File: src/rtl/req_pkg.sv
// req_pkg
//   Shared definitions for the request-pending controller: default sizing,
//   FSM state encoding and the priority selection helper.
//   Optional feature macro used by the controller: REQ_MASK_EN.
package req_pkg;

  localparam int NUM_REQ_DEF = 4;
  localparam int IDX_W_DEF   = 2;
  localparam int MAX_REQ     = 16;

  typedef enum logic {
    IDLE    = 1'b0,
    PRESENT = 1'b1
  } state_t;

  // Index of the highest set bit (bit MAX_REQ-1 wins). A zero vector yields 0,
  // so callers must qualify the result with |vec.
  function automatic int highest_set(input logic [MAX_REQ-1:0] vec);
    highest_set = 0;
    for (int i = 0; i < MAX_REQ; i++) begin
      if (vec[i]) highest_set = i;
    end
  endfunction

endpackage

File: src/rtl/req_edge_latch.sv
// req_edge_latch
//   Rising-edge detector and sticky pending register for the request lines.
//   Ports:
//     clk      in   system clock
//     rst      in   asynchronous active-high reset
//     req      in   raw request levels [NUM_REQ-1:0]
//     clr_en   in   the presented request is accepted this cycle
//     clr_idx  in   index of the accepted request [IDX_W-1:0]
//     pend     out  pending register [NUM_REQ-1:0]
//     lost     out  registered pulse: an edge hit an already pending bit
module req_edge_latch
  import req_pkg::*;
#(
  parameter int NUM_REQ = NUM_REQ_DEF,
  parameter int IDX_W   = IDX_W_DEF
) (
  input  logic               clk,
  input  logic               rst,
  input  logic [NUM_REQ-1:0] req,
  input  logic               clr_en,
  input  logic [IDX_W-1:0]   clr_idx,
  output logic [NUM_REQ-1:0] pend,
  output logic               lost
);

  logic [NUM_REQ-1:0] r_req_d;
  logic [NUM_REQ-1:0] r_pend;
  logic               r_lost;
  logic [NUM_REQ-1:0] w_rise;
  logic [NUM_REQ-1:0] w_clr;
  logic [NUM_REQ-1:0] w_pend_prev;

  always_comb begin
    w_rise = req & ~r_req_d;
  end

  always_comb begin
    w_clr = '0;
    for (int i = 0; i < NUM_REQ; i++) begin
      w_clr[i] = clr_en && (clr_idx == IDX_W'(i));
    end
  end

  // A bit being served this cycle is no longer "already pending", so a fresh
  // edge on it is a new event rather than a lost one; set wins over clear.
  always_comb begin
    w_pend_prev = r_pend & ~w_clr;
  end

  always_ff @(posedge clk or posedge rst) begin
    if (rst) begin
      r_req_d <= '0;
      r_pend  <= '0;
      r_lost  <= 1'b0;
    end else begin
      r_req_d <= req;
      r_pend  <= w_pend_prev | w_rise;
      r_lost  <= |(w_rise & w_pend_prev);
    end
  end

  assign pend = r_pend;
  assign lost = r_lost;

endmodule

File: src/rtl/req_pending_ctrl.sv
// req_pending_ctrl
//   Latches rising edges on request lines as pending bits and presents the
//   highest-priority pending request (highest index wins) over a valid/ready
//   handshake. One bubble cycle separates consecutive grants.
//   Ports:
//     clk        in   system clock
//     rst        in   asynchronous active-high reset
//     req        in   raw request levels [NUM_REQ-1:0]
//     req_mask   in   per-bit selection mask, 1 = masked (only with REQ_MASK_EN)
//     out_valid  out  a request index is being presented
//     out_ready  in   consumer accepts the presented index
//     out_idx    out  presented index [IDX_W-1:0]
//     pend       out  pending register readback [NUM_REQ-1:0]
//     lost       out  one-cycle pulse on an edge hitting an already pending bit
//   Optional macro: REQ_MASK_EN adds req_mask.
module req_pending_ctrl
  import req_pkg::*;
#(
  parameter int NUM_REQ = NUM_REQ_DEF,
  parameter int IDX_W   = IDX_W_DEF
) (
  input  logic               clk,
  input  logic               rst,
  input  logic [NUM_REQ-1:0] req,
`ifdef REQ_MASK_EN
  input  logic [NUM_REQ-1:0] req_mask,
`endif
  output logic               out_valid,
  input  logic               out_ready,
  output logic [IDX_W-1:0]   out_idx,
  output logic [NUM_REQ-1:0] pend,
  output logic               lost
);

  state_t             r_state;
  logic               r_valid;
  logic [IDX_W-1:0]   r_idx;
  logic               w_accept;
  logic [NUM_REQ-1:0] w_pend;
  logic [NUM_REQ-1:0] w_elig;
  logic [MAX_REQ-1:0] w_elig_wide;

  assign w_accept = r_valid & out_ready;

  req_edge_latch #(
    .NUM_REQ (NUM_REQ),
    .IDX_W   (IDX_W)
  ) u_edge_latch (
    .clk     (clk),
    .rst     (rst),
    .req     (req),
    .clr_en  (w_accept),
    .clr_idx (r_idx),
    .pend    (w_pend),
    .lost    (lost)
  );

  // Masking only affects selection; masked bits keep latching and stay
  // visible on pend.
`ifdef REQ_MASK_EN
  assign w_elig = w_pend & ~req_mask;
`else
  assign w_elig = w_pend;
`endif

  always_comb begin
    w_elig_wide = '0;
    w_elig_wide[NUM_REQ-1:0] = w_elig;
  end

  // The index is captured once on entry to PRESENT and held until acceptance,
  // so a later higher-priority arrival never changes an in-flight grant.
  always_ff @(posedge clk or posedge rst) begin
    if (rst) begin
      r_state <= IDLE;
      r_valid <= 1'b0;
      r_idx   <= '0;
    end else begin
      case (r_state)
        IDLE: begin
          if (|w_elig) begin
            r_idx   <= IDX_W'(highest_set(w_elig_wide));
            r_valid <= 1'b1;
            r_state <= PRESENT;
          end
        end
        PRESENT: begin
          if (out_ready) begin
            r_valid <= 1'b0;
            r_state <= IDLE;
          end
        end
        default: begin
          r_valid <= 1'b0;
          r_state <= IDLE;
        end
      endcase
    end
  end

  assign out_valid = r_valid;
  assign out_idx   = r_idx;
  assign pend      = w_pend;

endmodule

File: config.mk
export PLATFORM = sky130hd
export DESIGN_NAME = req_pending_ctrl
export DESIGN_NICKNAME = d
export VERILOG_FILES = /design/src/rtl/req_pkg.sv /design/src/rtl/req_edge_latch.sv /design/src/rtl/req_pending_ctrl.sv
export SDC_FILE = /design/constraint.sdc
export NUM_CORES = 1
export LEC_CHECK = 0
export CELL_PAD_IN_SITES_DETAIL_PLACEMENT = 1
export CELL_PAD_IN_SITES_GLOBAL_PLACEMENT = 1
export CORE_UTILIZATION = 25
export DETAILED_ROUTE_END_ITERATION = 12
export GPL_TIMING_DRIVEN = 0
export PLACE_DENSITY_LB_ADDON = 0.1
export SKIP_LAST_GASP = 1
export SYNTH_ARGS = -nofsm -noshare
export SYNTH_HDL_FRONTEND = slang
export SYNTH_SLANG_ARGS = --single-unit
File: constraint.sdc
create_clock -name clk -period 3.1 [get_ports clk]
set_input_delay 0.465 -clock clk [delete_from_list [all_inputs] [get_ports clk]]
set_output_delay 0.465 -clock clk [all_outputs]
set_load 0.05 [all_outputs]
==> results.sh <==
export IMPL_synthArstFlopShare=1.00
export IMPL_finalHoldViolCount=0
export IMPL_cts_tree="done"
export IMPL_h_tree_depth=1
export IMPL_switching_share=0.390
export IMPL_yosysWarnings=0
export IMPL_grt_start_max_net_pins=14
export IMPL_ctsLongestPathBuffers=2
export IMPL_dieArea_sq_mm=0.00237
export IMPL_drive_gt1_frac=0.0588
export IMPL_clock_latency_ns=0.28
export IMPL_drt_first_pass_iters=4
export IMPL_reg2reg_slack_ns=1.77
export IMPL_avgSynthCellArea_sq_um=10.9
export IMPL_cpLargestDelayFamily="buffers and inverters"
export IMPL_path_class="reg -> out"
export IMPL_pwr_share_clk=0.214
export IMPL_clock_sinks=13
export IMPL_vias=459
export IMPL_cts_root_buf="clkbuf_4"
export IMPL_critical_path_max_stage_delay_ns=0.86
export IMPL_holdWs_ns=0.449
export IMPL_pwr_share_seq=0.456
export IMPL_powerDensity_mw_per_mm2=667
export IMPL_place_area_sq_um=718
export IMPL_design_area_sq_um=744
export IMPL_io_buffers=14
export IMPL_syn_nets=57
export IMPL_core_sq_mm=0.00200
export IMPL_antenna_left=0
export IMPL_pin_count=15
export IMPL_die_width_um=48.7
export IMPL_path_cells="clkdlybuf4s50_1"
export IMPL_post_cts_buffers=0
export IMPL_grt_first_pass_wirelength_um=2110
export IMPL_min_to="u_edge_latch.pend[2]$_DFF_PP0_"
export IMPL_combPwrFrac=0.330
export IMPL_area_growth_pct=36.8
export IMPL_synth_area_sq_um=544
export IMPL_overflow=0
export IMPL_fmax_mhz=479
export IMPL_setup_viol=0
export IMPL_reg2reg_from="u_edge_latch.pend[2]$_DFF_PP0_"
export IMPL_hold_buffers=0
export IMPL_worst_pin_slew_ns=0.504
export IMPL_cts_buffers=3
export IMPL_drv_slew=0
export IMPL_cp_max_fo=8
export IMPL_switching_power_mw=0.194
export IMPL_ys_flop_type="dfrtp_1"
export IMPL_p_int_mw=0.303
export IMPL_ys_ff_latch=13
export IMPL_startpoint_type="flip-flop"
export IMPL_clkSlewWorstSetupHoldPaths_ns=0.08
export IMPL_final_min_clock_period_ns=2.09
export IMPL_status="finished, final reports clean"
export IMPL_rows=16
export IMPL_synth_edf_count=0
export IMPL_cp_arrival_ns=1.62
export IMPL_synth_distinct_cells=19
export IMPL_ctsResizeCount=0
export IMPL_fillers=234
export IMPL_r2r_end="out_valid$_DFFE_PP0P_"
export IMPL_fin_setup_tns_ns=0
export IMPL_dp_hpwl_um=907
export IMPL_critical_path_buf_inv_count=1
export IMPL_r2r_cells=3
export IMPL_worst_endpoint_required_ns=2.63
export IMPL_p_leak_nw=0.320
export IMPL_gp_congestion=0.701
export IMPL_via_per_inst=4.83
export IMPL_initial_core_util=0.272
export IMPL_cp_end_kind="output port"
export IMPL_synthCells=50
export IMPL_hold_class="reg -> reg"
export IMPL_fin_crit_sh=0.673
export IMPL_diodes=0
export IMPL_min_from="u_edge_latch.r_req_d[2]$_DFF_PP0_"
export IMPL_drt_iter0_drc=6
export IMPL_drc=0
export IMPL_antenna_found_initial=0
export IMPL_grt_pass1_vias=457
export IMPL_slowest_stage="clkdlybuf4s50_1"
export IMPL_ir_drop_mv=0.338
export IMPL_grt_use_total=0.122
export IMPL_nets=76
export IMPL_maxCapViolations=0
export IMPL_die_h_um=48.7
export IMPL_rsz0062_at_grt="false"
export IMPL_wl_per_cell_um=13.0
export IMPL_routed_wl_um=1240
export IMPL_skew_ns=0.00275
export IMPL_slew_headroom=0.664
export IMPL_ys_seq_area_frac=0.598
export IMPL_min_path_cells=1
export IMPL_fin_total_pwr_mw=0.496
## through the flow
step	util	setup WS, ns	cells
floorplan	-	1.61	50
global placement	0.359	1.30	91
detailed placement	0.359	1.32	91
CTS	0.372	1.00	95
global route	0.372	0.949	95
finish	0.372	1.01	95
## routing by layer
layer / track usage / routed length (um) / vias up
li1: - / - / 217
met1: 0.165 / 606 / 221
met2: 0.162 / 548 / 16
met3: 0.0377 / 48 / 5
met4: 0.0882 / 35 / 0
met5: 0 / 0 / -
## power by group through the flow
stage          combinational [mW]  clock, mW  sequential (mW)
6_report                    0.164      0.106            0.227
5_1_grt                     0.174      0.123            0.232
4_1_cts                     0.165      0.112            0.227
3_5_place_dp                0.165          0            0.231
3_3_place_gp                0.164          0            0.230
2_1_floorplan              0.0370          0            0.292
## cells by family after synthesis
logic type             share of synthesized area
muxes                                     0.0184
AOI/OAI and AO/OA                          0.145
buffers and inverters                     0.0414
DFF                                        0.598
and+or+nand+nor                            0.198
## worst reg2reg max path: cells and delay by family (launching register included)
kind | cells | cell delay (ns)
DFF | 1 | 0.45
and+or+nand+nor | 1 | 0.57
AOI/OAI and AO/OA | 2 | 0.20
## state kept, by name (all words and copies together), names as in the netlist
name and cells:
out_idx 2, out_valid 1, r_state 1, u_edge_latch.lost 1, u_edge_latch.pend 4, u_edge_latch.r_req_d 4
## area by class of cell
cell class,count,area [sq um],area share
clock buffer,4,26.3,0.0353
inverter,6,22.5,0.0303
timing repair buffer,14,140,0.188
tap,27,33.8,0.0454
sequential,13,325,0.437
multi-input combinational,31,196,0.264
## worst max path at each step
stage | start | depth (start not counted) | to
after floorplan | u_edge_latch.pend[2]$_DFF_PP0_ | 3 | out_valid$_DFFE_PP0P_
after global placement | out_ready | 4 | u_edge_latch.lost$_DFF_PP0_
after detailed placement | out_ready | 4 | u_edge_latch.lost$_DFF_PP0_
after CTS | out_idx[0]$_DFFE_PP0P_ | 1 | out_idx[0]
after global routing | out_idx[0]$_DFFE_PP0P_ | 1 | out_idx[0]
final | out_idx[0]$_DFFE_PP0P_ | 1 | out_idx[0]
## placed cells by master (no fill, tap or decap), drive strengths merged
| cell type | instances |
|---|---|
| nand4 | 1 |
| inv | 6 |
| mux2i | 1 |
| nor2 | 2 |
| a21oi | 1 |
| nor2b | 1 |
| and2 | 1 |
| o31ai | 1 |
| nand4b | 4 |
| or4 | 1 |
| nand2 | 6 |
| o311ai | 1 |
| clkdlybuf4s50 | 14 |
| o2111ai | 1 |
| nand2b | 2 |
| dfrtp | 13 |
| o2bb2ai | 1 |
| clkbuf | 4 |
| o21ai | 5 |
| a22oi | 2 |
## cell usage after synthesis (2+ instances only)
master | instances | area share
a22oi_1 | 2 | 0.028
dfrtp_1 | 13 | 0.60
inv_1 | 6 | 0.041
nand2_1 | 6 | 0.041
nand2b_1 | 2 | 0.023
nand4b_1 | 4 | 0.064
nor2_1 | 2 | 0.014
o21ai_0 | 3 | 0.028
o21ai_1 | 2 | 0.018
(Power assumes the default switching activity.)
